===== src/rtl/key_pulse_gen_pkg.sv =====
// Shared definitions for the key pulse generator.
//
// Contents:
//   state_t                FSM states of the auto-repeat controller
//   DEF_DEBOUNCE_CYCLES    default debounce hold time, in clock cycles
//   DEF_REPEAT_DELAY       default press-to-first-repeat time, in cycles
//   DEF_REPEAT_PERIOD      default repeat-to-repeat time, in cycles
//   cnt_width()            bit width of a counter that must reach n-1
package key_pulse_gen_pkg;

    typedef enum logic [1:0] {
        IDLE   = 2'd0,
        DELAY  = 2'd1,
        REPEAT = 2'd2
    } state_t;

    localparam int unsigned DEF_DEBOUNCE_CYCLES = 50000;
    localparam int unsigned DEF_REPEAT_DELAY    = 25000000;
    localparam int unsigned DEF_REPEAT_PERIOD   = 5000000;

    // A counter that only ever reaches n-1 needs $clog2(n) bits; keep at
    // least one bit so a parameter of 1 still yields a legal vector.
    function automatic int unsigned cnt_width(input int unsigned n);
        return (n > 1) ? $clog2(n) : 1;
    endfunction

endpackage


===== src/rtl/key_debounce.sv =====
// Synchronizer and debouncer for an active-low mechanical push-button.
//
// Ports:
//   clk    in   clock, all state on the rising edge
//   rst    in   synchronous active-high reset
//   key_n  in   raw asynchronous button, active-low, bouncing
//   level  out  debounced key state, 1 = pressed
//   rise   out  combinational: level goes 0->1 on the coming edge
//   fall   out  combinational: level goes 1->0 on the coming edge
module key_debounce
    import key_pulse_gen_pkg::*;
#(
    parameter int unsigned DEBOUNCE_CYCLES = DEF_DEBOUNCE_CYCLES
) (
    input  logic clk,
    input  logic rst,
    input  logic key_n,
    output logic level,
    output logic rise,
    output logic fall
);

    localparam int unsigned    W    = cnt_width(DEBOUNCE_CYCLES);
    localparam logic [W-1:0]   LAST = W'(DEBOUNCE_CYCLES - 1);

    logic         sync1;
    logic         sync2;
    logic         s;
    logic         accept;
    logic [W-1:0] cnt;

    assign s      = ~sync2;
    assign accept = (s != level) && (cnt == LAST);
    assign rise   = accept && s;
    assign fall   = accept && !s;

    // Synchronizer flops clear to 0, so right after reset s reads as pressed
    // until the real key level has propagated; a released key is seen well
    // before the debounce interval could expire, a held key is accepted one
    // full interval after reset.
    always_ff @(posedge clk) begin
        if (rst) begin
            sync1 <= 1'b0;
            sync2 <= 1'b0;
            cnt   <= '0;
            level <= 1'b0;
        end else begin
            sync1 <= key_n;
            sync2 <= sync1;
            if (s == level) begin
                cnt <= '0;
            end else if (cnt == LAST) begin
                cnt   <= '0;
                level <= s;
            end else begin
                cnt <= cnt + 1'b1;
            end
        end
    end

endmodule


===== src/rtl/key_pulse_gen.sv =====
// Debounced push-button to single-cycle strobe, with optional auto-repeat.
// A press produces one pulse on the edge the debounced level rises; with
// auto-repeat enabled, further pulses follow after REPEAT_DELAY cycles and
// then every REPEAT_PERIOD cycles while the key stays held.
//
// Ports:
//   i_clk        in   clock, all state on the rising edge
//   i_rst        in   synchronous active-high reset
//   i_key_n      in   raw asynchronous button, active-low, bouncing
//   i_repeat_en  in   1 = auto-repeat while held, 0 = one pulse per press
//   o_level      out  debounced key state, 1 = pressed
//   o_pulse      out  one-cycle strobe per accepted press or repeat
//   o_held       out  1 while in the auto-repeat phase
module key_pulse_gen
    import key_pulse_gen_pkg::*;
#(
    parameter int unsigned DEBOUNCE_CYCLES = DEF_DEBOUNCE_CYCLES,
    parameter int unsigned REPEAT_DELAY    = DEF_REPEAT_DELAY,
    parameter int unsigned REPEAT_PERIOD   = DEF_REPEAT_PERIOD
) (
    input  logic i_clk,
    input  logic i_rst,
    input  logic i_key_n,
    input  logic i_repeat_en,
    output logic o_level,
    output logic o_pulse,
    output logic o_held
);

    // One counter serves both the delay and the period phases, so it is
    // sized for the larger of the two.
    localparam int unsigned RMAX = (REPEAT_DELAY > REPEAT_PERIOD) ? REPEAT_DELAY
                                                                  : REPEAT_PERIOD;
    localparam int unsigned    RW          = cnt_width(RMAX);
    localparam logic [RW-1:0]  DELAY_LAST  = RW'(REPEAT_DELAY - 1);
    localparam logic [RW-1:0]  PERIOD_LAST = RW'(REPEAT_PERIOD - 1);

    state_t        state;
    state_t        state_next;
    logic [RW-1:0] rcnt;
    logic [RW-1:0] rcnt_next;
    logic          pulse_next;
    logic          level;
    logic          rise;
    logic          fall;

    key_debounce #(
        .DEBOUNCE_CYCLES(DEBOUNCE_CYCLES)
    ) u_debounce (
        .clk   (i_clk),
        .rst   (i_rst),
        .key_n (i_key_n),
        .level (level),
        .rise  (rise),
        .fall  (fall)
    );

    // The press pulse is registered on the same edge the debounced level
    // rises, so o_pulse and o_level go high together. A release being
    // accepted on the same edge as a repeat strobe cancels that strobe; the
    // state itself returns to IDLE on the following edge.
    always_comb begin
        state_next = state;
        rcnt_next  = rcnt;
        pulse_next = 1'b0;

        case (state)
            IDLE: begin
                rcnt_next = '0;
                if (rise) begin
                    pulse_next = 1'b1;
                    state_next = DELAY;
                end
            end

            DELAY: begin
                if (!level) begin
                    state_next = IDLE;
                    rcnt_next  = '0;
                end else if (rcnt == DELAY_LAST) begin
                    // Without auto-repeat the counter parks here until release.
                    if (i_repeat_en) begin
                        pulse_next = !fall;
                        state_next = REPEAT;
                        rcnt_next  = '0;
                    end
                end else begin
                    rcnt_next = rcnt + 1'b1;
                end
            end

            REPEAT: begin
                if (!level) begin
                    state_next = IDLE;
                    rcnt_next  = '0;
                end else if (rcnt == PERIOD_LAST) begin
                    pulse_next = i_repeat_en && !fall;
                    rcnt_next  = '0;
                end else begin
                    rcnt_next = rcnt + 1'b1;
                end
            end

            default: begin
                state_next = IDLE;
                rcnt_next  = '0;
            end
        endcase

        // Keeps the strobe single-cycle even for delay/period values of 1.
        if (o_pulse) begin
            pulse_next = 1'b0;
        end
    end

    always_ff @(posedge i_clk) begin
        if (i_rst) begin
            state   <= IDLE;
            rcnt    <= '0;
            o_pulse <= 1'b0;
        end else begin
            state   <= state_next;
            rcnt    <= rcnt_next;
            o_pulse <= pulse_next;
        end
    end

    assign o_level = level;
    assign o_held  = (state == REPEAT);

endmodule


===== config.mk =====
export PLATFORM = sky130hd
export DESIGN_NAME = key_pulse_gen
export DESIGN_NICKNAME = d
export VERILOG_FILES = /design/src/rtl/key_pulse_gen_pkg.sv /design/src/rtl/key_debounce.sv /design/src/rtl/key_pulse_gen.sv
export SDC_FILE = /design/constraint.sdc
export NUM_CORES = 1
export LEC_CHECK = 0
export CORE_AREA = 4 4 63 80
export CTS_CLUSTER_DIAMETER = 200
export CTS_CLUSTER_SIZE = 40
export DETAILED_ROUTE_END_ITERATION = 10
export DIE_AREA = 0 0 67 84
export GPL_ROUTABILITY_DRIVEN = 0
export PLACE_DENSITY = 0.8
export SYNTH_ARGS = -nofsm -noshare
export SYNTH_HDL_FRONTEND = slang
export SYNTH_SLANG_ARGS = --single-unit

===== constraint.sdc =====
create_clock -name i_clk -period 7.5 [get_ports i_clk]
set_input_delay 0.75 -clock i_clk [delete_from_list [all_inputs] [get_ports i_clk]]
set_output_delay 0.75 -clock i_clk [all_outputs]
set_load 0.01 [all_outputs]

==> report_table.html, run 1 <==
<table>
<tr><th>Metric</th><th>Value</th></tr>
<tr><th colspan="2">Run status</th></tr>
<tr><td>Result of the run</td><td>completed</td></tr>
<tr><th colspan="2">Timing</th></tr>
<tr><td>Final Worst Setup Slack</td><td>4.30 ns</td></tr>
<tr><td>Maximum clock skew at final layout</td><td>0.0167 ns</td></tr>
<tr><td>Total negative slack</td><td>0 ns</td></tr>
<tr><td>Number of setup violations in the final report</td><td>0</td></tr>
<tr><td>Final cycle utilization of the critical path</td><td>42.6%</td></tr>
<tr><td>Pins over their slew limit</td><td>0</td></tr>
<tr><td>Transition at the pin with the smallest max-transition slack</td><td>1.20 ns</td></tr>
<tr><td>Achievable frequency</td><td>0.313 GHz</td></tr>
<tr><td>Slew HR</td><td>19.2%</td></tr>
<tr><td>Number of hold violations in the final report</td><td>0</td></tr>
<tr><td>Final critical delay including setup and external delays</td><td>3.20 ns</td></tr>
<tr><td>Setup repair after global routing missed its margin</td><td>false</td></tr>
<tr><th colspan="2">Yosys</th></tr>
<tr><td>Synthesized netlist net count</td><td>269</td></tr>
<tr><td>Async set-or-reset flop fraction in the synthesized netlist</td><td>0%</td></tr>
<tr><td>Total of warnings raised by yosys</td><td>0</td></tr>
<tr><td>Share of the yosys chip area belonging to registers</td><td>40.8%</td></tr>
<tr><td>Prevailing post-synth register cell</td><td>dfxtp_1</td></tr>
<tr><td>Number of distinct library cells after synthesis</td><td>42</td></tr>
<tr><td>Synthesized area per cell</td><td>8.91 um^2</td></tr>
<tr><td>Synthesized cell area</td><td>2310 um^2</td></tr>
<tr><td>Number of synthesized register bits</td><td>47</td></tr>
<tr><td>Synthesized instance count</td><td>259</td></tr>
<tr><td>Number of flops mapped to enable cells by yosys</td><td>0</td></tr>
<tr><th colspan="2">Routing</th></tr>
<tr><td>DRT iter0 DRCs</td><td>81</td></tr>
<tr><td>First-pass iteration count of the detailed router</td><td>4</td></tr>
<tr><td>DRT antenna net count</td><td>0</td></tr>
<tr><td>Vias</td><td>1814</td></tr>
<tr><td>Mean number of vias per cell</td><td>5.58</td></tr>
<tr><td>Final WL</td><td>4.30 mm</td></tr>
<tr><td>Wirelength per Cell</td><td>13.2 um</td></tr>
<tr><td>DRC</td><td>0</td></tr>
<tr><th colspan="2">Critical path</th></tr>
<tr><td>Register-to-Register Setup Slack</td><td>4.30 ns</td></tr>
<tr><td>Cell with the largest stage delay on the worst path</td><td>nor4_2</td></tr>
<tr><td>Startpoint Class</td><td>register</td></tr>
<tr><td>Arrival time at the worst endpoint</td><td>3.43 ns</td></tr>
<tr><td>Required time of the critical path</td><td>7.74 ns</td></tr>
<tr><td>Number of cells on the worst reg-to-reg path</td><td>7</td></tr>
<tr><td>Capture point of the worst reg-to-reg path</td><td>rcnt[24]$_SDFFE_PP0P_</td></tr>
<tr><td>Slowest cell delay on critical path</td><td>0.97 ns</td></tr>
<tr><td>Sort of element at the end of the critical path</td><td>register</td></tr>
<tr><td>CP Cell Sequence</td><td>ha_1 &gt; nand4_1 &gt; or4_1 &gt; nor4_2 &gt; a211oi_4 &gt; buf_4 &gt; a21oi_1</td></tr>
<tr><td>Crit Path Class</td><td>reg -&gt; reg</td></tr>
<tr><td>Crit path max fanout</td><td>19</td></tr>
<tr><td>Startpoint of the most critical register-to-register path</td><td>rcnt[0]$_SDFFE_PP0P_</td></tr>
<tr><th colspan="2">Min path</th></tr>
<tr><td>Min-Delay Path Class</td><td>reg -&gt; reg</td></tr>
<tr><td>Cell depth of the worst hold path</td><td>1</td></tr>
<tr><td>Start point of the worst min-delay path</td><td>u_debounce.cnt[0]$_SDFF_PP0_</td></tr>
<tr><td>Destination of the worst hold path</td><td>u_debounce.cnt[0]$_SDFF_PP0_</td></tr>
<tr><th colspan="2">Die</th></tr>
<tr><td>Core area</td><td>4290 um^2</td></tr>
<tr><td>Starting density of the core</td><td>53.8%</td></tr>
<tr><td>Die Outline Area</td><td>5630 um^2</td></tr>
<tr><td>Die boundary width</td><td>67 um</td></tr>
<tr><td>Number of standard-cell rows in the floorplan</td><td>27</td></tr>
<tr><td>Ports</td><td>7</td></tr>
<tr><td>Vert. Die Dim</td><td>84 um</td></tr>
<tr><th colspan="2">GRT</th></tr>
<tr><td>Initial antenna violation count</td><td>0</td></tr>
<tr><td>Wire length of the first global-routing pass</td><td>7.53 mm</td></tr>
<tr><td>Largest net degree at the start of global routing</td><td>20</td></tr>
<tr><td>Vias in the first global route</td><td>1752</td></tr>
<tr><td>Final global-route overflow total</td><td>0</td></tr>
<tr><td>Total GRT Usage</td><td>16.9%</td></tr>
<tr><th colspan="2">Placement</th></tr>
<tr><td>Minimum setup slack after placement</td><td>4.34 ns</td></tr>
<tr><td>Final HPWL DP</td><td>3.16 mm</td></tr>
<tr><td>Port Buffer Count</td><td>6</td></tr>
<tr><th colspan="2">Clock network</th></tr>
<tr><td>Sink count of the clock tree</td><td>47</td></tr>
<tr><td>H-tree level count</td><td>2</td></tr>
<tr><td>CTS clock-pin slew for the worst setup and hold paths</td><td>0.10 ns</td></tr>
<tr><td>CTS tree</td><td>done</td></tr>
<tr><td>Total of hold buffers inserted after clock tree synthesis</td><td>0</td></tr>
<tr><td>CTS Buf Count</td><td>5</td></tr>
<tr><td>Resized cells post-CTS</td><td>0</td></tr>
<tr><td>Max Root-Sink Buffers</td><td>2</td></tr>
<tr><td>Post CTS Setup Buffer Count</td><td>0</td></tr>
<tr><td>Buffer type at the clock tree root</td><td>clkbuf_8</td></tr>
<tr><td>Worst-Skew Late Latency</td><td>0.31 ns</td></tr>
<tr><th colspan="2">Finish</th></tr>
<tr><td>Multi-input logic area</td><td>1300 um^2</td></tr>
<tr><td>Post-synthesis to final-layout area growth</td><td>8.46%</td></tr>
<tr><td>Fill cells</td><td>383</td></tr>
<tr><td>Register area</td><td>941 um^2</td></tr>
<tr><td>Antenna cell count</td><td>0</td></tr>
<tr><td>Fraction of final layout cells sized beyond drive strength 1</td><td>13.1%</td></tr>
<tr><td>Final #Nets</td><td>276</td></tr>
<tr><th colspan="2">Pwr</th></tr>
<tr><td>Overall power after layout</td><td>0.422 mW</td></tr>
<tr><td>Power per Cell Area</td><td>169 nW/um^2</td></tr>
<tr><td>Peak supply drop</td><td>107 uV</td></tr>
<tr><td>Leakage power total</td><td>0.814 nW</td></tr>
<tr><th colspan="2">Flow run</th></tr>
<tr><td>Max-Cap Viols</td><td>0</td></tr>
</table>
==> sequential cells by signal, indices dropped and copies added, names as in the netlist <==
register,flops
state,2
u_debounce.cnt,16
o_pulse,1
u_debounce.sync2,1
rcnt,25
u_debounce.level,1
u_debounce.sync1,1
==> placed cells by master, fill, tap and decap left out, types with 2 or more instances in the layout <==
master,netlist,routed
ha_1,6,6
clkbuf_8,0,6
nor2b_1,2,2
nand3_1,20,20
xnor2_1,7,7
a21oi_1,10,10
o21ai_1,3,3
or4bb_1,2,2
clkdlybuf4s50_1,0,6
or2_2,2,2
a211o_1,2,2
inv_1,7,7
nor2_1,21,21
nand2_1,17,17
or4b_1,2,2
nor2_2,20,20
dfxtp_1,47,47
and3_1,8,8
nand3b_1,2,2
and4_1,3,3
o31ai_1,2,2
nor3_1,6,6
xor2_1,23,23
or3_1,10,10
o21ai_0,6,6
nand4_1,8,8
nor4_1,2,2
==> synth_stat cells (3+ instances only) <==
cell	instances	share of area [%]
and4_1	3	1.1
and3_1	8	2.2
nor2_1	21	3.4
nand4_1	8	2.2
clkbuf_1	3	0.49
nand3_1	20	4.3
o21ai_0	6	1.3
nor3_1	6	1.3
xor2_1	23	8.7
nand2_1	17	2.8
ha_1	6	3.3
xnor2_1	7	2.7
or3_1	10	2.7
o21ai_1	3	0.65
inv_1	7	1.1
nor2_2	20	5.4
dfxtp_1	47	41
a21oi_1	10	2.2
==> cell families after synthesis <==
family,after synthesis,synth area share [%]
xor gates and xnor gates,30,11.4
DFF,47,40.8
and+or+nand+nor,131,32.0
AOI/OAI and AO/OA,30,9.16
muxes,1,0.434
buffers and inverters,14,3.04
adders and majority gates,6,3.25
==> worst max-delay path by stage <==
| stage | start | endpoint | slack (ns) | depth (start not counted) |
|---|---|---|---|---|
| floorplan | rcnt[7]$_SDFFE_PP0P_ | rcnt[10]$_SDFFE_PP0P_ | 5.01 | 7 |
| global placement | rcnt[10]$_SDFFE_PP0P_ | rcnt[24]$_SDFFE_PP0P_ | 4.43 | 6 |
| detailed placement | rcnt[0]$_SDFFE_PP0P_ | rcnt[6]$_SDFFE_PP0P_ | 4.34 | 7 |
| CTS | rcnt[0]$_SDFFE_PP0P_ | rcnt[24]$_SDFFE_PP0P_ | 4.30 | 7 |
| global route | rcnt[0]$_SDFFE_PP0P_ | rcnt[24]$_SDFFE_PP0P_ | 4.04 | 7 |
| finish | rcnt[0]$_SDFFE_PP0P_ | rcnt[24]$_SDFFE_PP0P_ | 4.30 | 7 |
==> metal layers <==
| metal | vias up | track usage [%] | part of all wire [%] |
|---|---|---|---|
| li1 | 923 | - | - |
| met1 | 858 | 20.4 | 43 |
| met2 | 25 | 28.7 | 53 |
| met3 | 8 | 3.64 | 2.6 |
| met4 | 0 | 5.90 | 1.8 |
| met5 | - | 0 | 0 |
==> stage by stage <==
stage                     utilization [%]  cells  area, um^2  hold WS [ns]
after floorplan                         -    259        2310         0.413
after global placement               56.1    317        2400         0.417
after detailed placement             56.1    317        2400         0.438
after CTS                            58.4    325        2500         0.458
after global routing                 58.4    325        2500         0.477
final                                58.4    325        2500         0.455
==> layout make-up <==
cell class,instances,area share [%]
clock inverter,2,0.650
clock buffer,6,3.30
multi-input combinational,198,51.8
inverter,7,1.05
tap,58,2.90
timing repair buffer,7,2.70
sequential,47,37.6
==> where the power goes <==
group          switching, mW  internal [mW]  leakage [nW]
logic                0.00425        0.00324         0.387
clock network         0.0871         0.0753        0.0474
registers            0.00131          0.251         0.379
==> worst max-delay path: cells and delay by family (launching register included) <==
kind | cells | cell delay [ns]
AO/OA/AOI/OAI | 2 | 0.35
AND/OR/NAND/NOR | 3 | 1.86
buffers and inverters | 1 | 0.29
adder cells (fa/ha/maj) | 1 | 0.22
flip-flops | 1 | 0.40
(Power assumes the default switching activity.)
==> run 2: changes to the inputs <==
==> constraint.sdc (replaced) <==
create_clock -name i_clk -period 3 [get_ports i_clk]
set_input_delay 0.3 -clock i_clk [delete_from_list [all_inputs] [get_ports i_clk]]
set_output_delay 0.3 -clock i_clk [all_outputs]
set_load 0.01 [all_outputs]
==> report_table.html, run 2 (synthesized netlist as in run 1, its figures left out) <==
<table>
<tr><th>Metric</th><th>Value</th></tr>
<tr><th colspan="2">Pwr</th></tr>
<tr><td>Internal power of the cells</td><td>0.968 mW (+190%)</td></tr>
<tr><td>Part of the power in registers</td><td>53.0% (-6.8 points)</td></tr>
<tr><td>Peak supply drop</td><td>355 uV (+230%)</td></tr>
<tr><td>Overall power after layout</td><td>1.19 mW (+180%)</td></tr>
<tr><td>Leakage power total</td><td>0.859 nW (+5.6%)</td></tr>
<tr><td>Power per Cell Area</td><td>461 nW/um^2 (+170%)</td></tr>
<tr><td>Clock network fraction of design power</td><td>45.5% (+7.0 points)</td></tr>
<tr><td>Reported net switching power</td><td>0.223 mW (+140%)</td></tr>
<tr><td>Share of power burned in combinational logic</td><td>1.5% (-0.3 points)</td></tr>
<tr><td>Switch share</td><td>18.7% (-3.2 points)</td></tr>
<tr><th colspan="2">Timing</th></tr>
<tr><td>Number of hold violations in the final report</td><td>0 (unchanged)</td></tr>
<tr><td>Worst hold slack after final layout</td><td>0.436 ns (-0.0184 ns)</td></tr>
<tr><td>Transition at the pin with the smallest max-transition slack</td><td>0.730 ns (-0.471 ns)</td></tr>
<tr><td>Maximum clock skew at final layout</td><td>0.00995 ns (-0.00680 ns)</td></tr>
<tr><td>Final critical delay including setup and external delays</td><td>2.74 ns (-0.457 ns)</td></tr>
<tr><td>Total negative slack</td><td>0 ns (unchanged)</td></tr>
<tr><td>Achievable frequency</td><td>0.365 GHz (+17%)</td></tr>
<tr><td>Number of setup violations in the final report</td><td>0 (unchanged)</td></tr>
<tr><td>Setup repair after global routing missed its margin</td><td>false</td></tr>
<tr><td>Slew HR</td><td>50.9% (+32 points)</td></tr>
<tr><td>Final Worst Setup Slack</td><td>0.260 ns (-4.04 ns)</td></tr>
<tr><td>Final cycle utilization of the critical path</td><td>91.3% (+49 points)</td></tr>
<tr><td>Pins over their slew limit</td><td>0 (unchanged)</td></tr>
<tr><th colspan="2">Finish</th></tr>
<tr><td>Fraction of final layout cells sized beyond drive strength 1</td><td>14.4% (+1.3 points)</td></tr>
<tr><td>Leading cell type in the layout, fill and taps excluded</td><td>dfxtp_1</td></tr>
<tr><td>Final #Nets</td><td>280 (+1.4%)</td></tr>
<tr><td>Registers with the highest flip-flop counts</td><td>rcnt x25, u_debounce.cnt x16, state x2</td></tr>
<tr><td>Multi-input logic area</td><td>1300 um^2 (unchanged)</td></tr>
<tr><td>Util after Layout</td><td>60.2% (+1.9 points)</td></tr>
<tr><td>Register area</td><td>941 um^2 (unchanged)</td></tr>
<tr><td>Antenna cell count</td><td>0 (unchanged)</td></tr>
<tr><td>Fill cells</td><td>381 (-0.52%)</td></tr>
<tr><td>Highest-count cells in the layout ignoring fill and taps</td><td>dfxtp_1 (47), xor2_1 (23), nor2_1 (21), nand3_1 (20), nor2_2 (20)</td></tr>
<tr><td>Largest register FFs</td><td>25 (unchanged)</td></tr>
<tr><td>Design Area, Final</td><td>2580 um^2 (+3.2%)</td></tr>
<tr><td>Post-synthesis to final-layout area growth</td><td>11.9%</td></tr>
<tr><td>Largest reg by FF count</td><td>rcnt</td></tr>
<tr><td>Final cell count without fillers</td><td>329 (+1.2%)</td></tr>
<tr><th colspan="2">Clock network</th></tr>
<tr><td>Resized cells post-CTS</td><td>0 (unchanged)</td></tr>
<tr><td>Buffer type at the clock tree root</td><td>clkbuf_8</td></tr>
<tr><td>Total of hold buffers inserted after clock tree synthesis</td><td>0 (unchanged)</td></tr>
<tr><td>Sink count of the clock tree</td><td>47 (unchanged)</td></tr>
<tr><td>CTS tree</td><td>done</td></tr>
<tr><td>Post CTS Setup Buffer Count</td><td>0 (unchanged)</td></tr>
<tr><td>CTS clock-pin slew for the worst setup and hold paths</td><td>0.09 ns (about the same)</td></tr>
<tr><td>H-tree level count</td><td>2 (unchanged)</td></tr>
<tr><td>Max Root-Sink Buffers</td><td>2 (unchanged)</td></tr>
<tr><td>CTS Buf Count</td><td>5 (unchanged)</td></tr>
<tr><td>Worst-Skew Late Latency</td><td>0.30 ns (about the same)</td></tr>
<tr><th colspan="2">Die</th></tr>
<tr><td>Vert. Die Dim</td><td>84 um (unchanged)</td></tr>
<tr><td>Core area</td><td>4290 um^2 (unchanged)</td></tr>
<tr><td>Die Outline Area</td><td>5630 um^2 (unchanged)</td></tr>
<tr><td>Number of standard-cell rows in the floorplan</td><td>27 (unchanged)</td></tr>
<tr><td>Ports</td><td>7 (unchanged)</td></tr>
<tr><td>Starting density of the core</td><td>53.8% (unchanged)</td></tr>
<tr><td>Die boundary width</td><td>67 um (unchanged)</td></tr>
<tr><th colspan="2">Routing</th></tr>
<tr><td>Mean number of vias per cell</td><td>5.43 (-2.7%)</td></tr>
<tr><td>DRT antenna net count</td><td>0 (unchanged)</td></tr>
<tr><td>Vias</td><td>1786 (-1.5%)</td></tr>
<tr><td>DRT iter0 DRCs</td><td>125 (+54%)</td></tr>
<tr><td>Length of routed met3 wiring</td><td>87 um (-22%)</td></tr>
<tr><td>First-pass iteration count of the detailed router</td><td>4 (unchanged)</td></tr>
<tr><td>Wirelength per Cell</td><td>12.4 um (-5.8%)</td></tr>
<tr><td>Detailed route wirelength on metal2</td><td>2.14 mm (-5.1%)</td></tr>
<tr><td>M1 wire length</td><td>1.79 mm (-3.2%)</td></tr>
<tr><td>DRC</td><td>0 (unchanged)</td></tr>
<tr><td>Final WL</td><td>4.10 mm (-4.7%)</td></tr>
<tr><td>Uppermost metal layer occupied by signal nets</td><td>met4</td></tr>
<tr><th colspan="2">Critical path</th></tr>
<tr><td>Sort of element at the end of the critical path</td><td>register</td></tr>
<tr><td>Cell with the largest stage delay on the worst path</td><td>or4_1</td></tr>
<tr><td>CP Cell Sequence</td><td>ha_1 &gt; nand4_1 &gt; or4_1 &gt; o311a_4 &gt; a211oi_4 &gt; buf_12 &gt; nor2_2</td></tr>
<tr><td>Largest delay contributor family on the critical path</td><td>simple AND/OR/NAND/NOR gates</td></tr>
<tr><td>Slowest cell delay on critical path</td><td>0.71 ns (-0.26 ns)</td></tr>
<tr><td>Crit Path Class</td><td>reg -&gt; reg</td></tr>
<tr><td>Crit path max fanout</td><td>22 (+3)</td></tr>
<tr><td>Number of buffers and inverters on the critical path</td><td>1 (unchanged)</td></tr>
<tr><td>Startpoint Class</td><td>register</td></tr>
<tr><td>Arrival time at the worst endpoint</td><td>2.93 ns (-0.50 ns)</td></tr>
<tr><td>Register-to-Register Setup Slack</td><td>0.26 ns (-4.04 ns)</td></tr>
<tr><td>Required time of the critical path</td><td>3.19 ns (-4.55 ns)</td></tr>
<tr><th colspan="2">Placement</th></tr>
<tr><td>Final HPWL DP</td><td>2.98 mm (-5.5%)</td></tr>
<tr><td>Placed Cells</td><td>321 (+1.3%)</td></tr>
<tr><td>Placed cell area</td><td>2450 um^2 (+1.8%)</td></tr>
<tr><td>Port Buffer Count</td><td>6 (unchanged)</td></tr>
<tr><td>Minimum setup slack after placement</td><td>0.267 ns (-4.07 ns)</td></tr>
<tr><th colspan="2">Min path</th></tr>
<tr><td>Min-Delay Path Class</td><td>reg -&gt; reg</td></tr>
<tr><th colspan="2">GRT</th></tr>
<tr><td>Final global-route overflow total</td><td>0 (unchanged)</td></tr>
<tr><td>Total GRT Usage</td><td>16.4% (-0.51 points)</td></tr>
<tr><td>Initial antenna violation count</td><td>0 (unchanged)</td></tr>
<tr><td>Vias in the first global route</td><td>1715 (-2.1%)</td></tr>
<tr><td>Largest net degree at the start of global routing</td><td>23 (+15%)</td></tr>
<tr><td>Wire length of the first global-routing pass</td><td>7.31 mm (-3.0%)</td></tr>
<tr><th colspan="2">Flow run</th></tr>
<tr><td>Max-Cap Viols</td><td>0 (unchanged)</td></tr>
<tr><th colspan="2">Run status</th></tr>
<tr><td>Result of the run</td><td>completed</td></tr>
</table>
## run 2: cell count changes in the layout (fill, tap and decap cells not counted), sizes merged
cell	previous run	this run
clkbuf	6	5
clkinv	1	0
buf	1	5
bufinv	0	2
## run 2: path summary, 6_finish.rpt
kind,start,cells after the start,end
min reg2reg,o_pulse$_SDFF_PP0_,1,o_pulse$_SDFF_PP0_
min,o_pulse$_SDFF_PP0_,1,o_pulse$_SDFF_PP0_
max reg2reg,rcnt[0]$_SDFFE_PP0P_,7,rcnt[18]$_SDFFE_PP0P_
max,rcnt[0]$_SDFFE_PP0P_,7,rcnt[18]$_SDFFE_PP0P_
## run 2: final cells by class
class | instances | share of cell area, %
Timing Repair Buffer | 11 | 4.26
Clock buffer | 5 | 2.66
Clock inverter | 3 | 2.62
Multi-Input combinational cell | 198 | 50.2
Tap cell | 58 | 2.81
Sequential cell | 47 | 36.4
Inverter | 7 | 1.02
## run 2: power groups by stage
| stage | Clock, mW | Combinational (mW) | Sequential (mW) |
|---|---|---|---|
| after floorplan | 0 | 0.0117 | 0.645 |
| after global placement | 0 | 0.0182 | 0.645 |
| after detailed placement | 0 | 0.0186 | 0.646 |
| after CTS | 0.557 | 0.0187 | 0.631 |
| after global routing | 0.586 | 0.0212 | 0.632 |
| final | 0.542 | 0.0184 | 0.631 |
## run 2: per-layer routing
metal  vias up  GRT usage (%)
met5         -              0
li1        930              -
met1       832           19.0
met3         8           4.58
met2        16           27.4
met4         0           7.01
==> edit, RTL diff (settings of run 2) <==
The package constant `DEF_REPEAT_PERIOD` goes from 5000000 to 1250000.
--- a/src/rtl/key_pulse_gen_pkg.sv
+++ b/src/rtl/key_pulse_gen_pkg.sv
@@ -16,7 +16,7 @@
 
     localparam int unsigned DEF_DEBOUNCE_CYCLES = 50000;
     localparam int unsigned DEF_REPEAT_DELAY    = 25000000;
-    localparam int unsigned DEF_REPEAT_PERIOD   = 5000000;
+    localparam int unsigned DEF_REPEAT_PERIOD   = 1250000;
 
     // A counter that only ever reaches n-1 needs $clog2(n) bits; keep at
     // least one bit so a parameter of 1 still yields a legal vector.
Function: no difference found for any inputs over 10 cycles, from zero or initial values and one cycle with i_rst high; that may be too few to reach the edited logic, so the function may still have changed.
==> edit against run 2 <==
  * Cell count increased by 4.9%
  * Routed wire length grew 16%
  * Power shrank 14%
  * Fmax grew 20%
  * Setup slack better by 0.46 ns
  * Combinational power down 2%
  * Sequential cell count did not move
  * First-iteration DRC count shrank 5.6%
  * Final area is 0.73% higher
  * Critical path type unchanged
  * Critical endpoint is now rcnt[3]$_SDFFE_PP0P_
  * Synthesized area rose by 6.3%
==> edit: results (changes against run 2) <==
FRACTION_OF_LAYOUT_INSTANCES_USING_A_DRIVE_STRENGTH_ABOVE_1_PCT=9.408  # was 14.39%
POWER.DENSITY_nW_PER_UM2=393.6  # was 461.0 nW/um^2
OUTCOME='completed'  # unchanged
POWER.INTERNAL_mW=0.7994  # was 0.9678 mW
DRTITER0DRC=118  # was 125
VDD_DROP_MAX_mV=0.1915  # was 0.3553 mV
GRT_START_MAX_NET_PINS=25  # was 23
TIMING.CRITICAL_PATH.ARRIVAL_NS=2.51  # was 2.93 ns
GRT_USAGE_PCT=17.99  # was 16.37%
MAX_SLEW.WORST_PIN.SLEW_NS=0.5655  # was 0.7298 ns
SYNTH_NETS=293  # was 269
CLOCK-SKEW-FINAL_NS=0.003358  # was 0.009949 ns
TOTAL_LEAKAGE_POWER_nW=0.7793  # was 0.8593 nW
NNETSFINAL=296  # was 280
DRT_WL_TOTAL_MM=4.735  # was 4.096 mm
NUMBER_OF_DISTINCT_LIBRARY_CELLS_AFTER_SYNTHESIS=51  # was 42
YS_SEQ_AREA_SHARE_PCT=38.33  # was 40.76%
VIA_COUNT_OF_THE_FIRST_GLOBAL_ROUTING_PASS=1821  # was 1715
SYNTH.TOP_CELLS.BY_AREA='dfxtp_1 38%, xnor2_1 7.1%, nor2_1 5.4%'  # was dfxtp_1 41%, xor2_1 8.7%, nor2_2 5.4%
POST-PLACE-WS_NS=0.7332  # was 0.2667 ns
CRIT_PATH_MAX_FANOUT=24  # was 22
WORST_PATH_LARGEST_CELL_DELAY_NS=0.52  # was 0.71 ns
VIAS=2016  # was 1786
DPL.HPWL_MM=3.334  # was 2.985 mm
SYNTHTOPCELLSBYCOUNT='47 x dfxtp_1, 35 x nor2_1, 20 x xnor2_1, 15 x nand3_1, 14 x nand2_1'  # was 47 x dfxtp_1, 23 x xor2_1, 21 x nor2_1, 20 x nand3_1, 20 x nor2_2
## edit: final cells by class
cell class	instances	area, sq um
flip-flops and latches	47	940.9
clock inverters	1	5.005
fillers	376	1688
repair buffers	6	60.06
well taps	58	72.57
inverters	11	41.29
clock buffers	7	76.32
multi-input cells	215	1406
## edit: through the flow
stage | power [mW] | instances
floorplan | 0.6571 | 283
global placement | 0.6625 | 337
detailed placement | 0.6634 | 337
CTS | 1.035 | 345
global route | 1.064 | 345
finish | 1.024 | 345
## edit: kinds of logic after synthesis
family                     synth area share [%]
AOI/OAI and AO/OA                         10.30
DFF                                       38.33
xor gates and xnor gates                  10.35
adders and majority gates                 3.058
muxes                                    0.4078
buffers and inverters                     4.383
and+or+nand+nor                           33.18
## edit: worst max-delay path, delay by kind of cell (launching register included)
| family | cells | cell delay [ns] |
|---|---|---|
| DFF | 1 | 0.46 |
| AOI/OAI and AO/OA | 2 | 0.57 |
| and+or+nand+nor | 3 | 1.16 |
## edit: final timing paths
check / cells past startpoint / startpoint / slack [ns] / endpoint
setup / recovery: 5 / rcnt[18]$_SDFFE_PP0P_ / 0.72 / rcnt[3]$_SDFFE_PP0P_
hold / removal: 1 / o_pulse$_SDFF_PP0_ / 0.44 / o_pulse$_SDFF_PP0_
setup reg to reg: 5 / rcnt[18]$_SDFFE_PP0P_ / 0.72 / rcnt[3]$_SDFFE_PP0P_
hold reg to reg: 1 / o_pulse$_SDFF_PP0_ / 0.44 / o_pulse$_SDFF_PP0_
## edit: routing by layer
metal  global-route usage [%]  vias up  part of all wire, %
li1                         -     1016                    -
met1                    22.31      950                   45
met2                    28.44       43                   49
met3                    4.447        7                  4.1
met4                    8.487        0                  1.7
met5                        0        -                    0
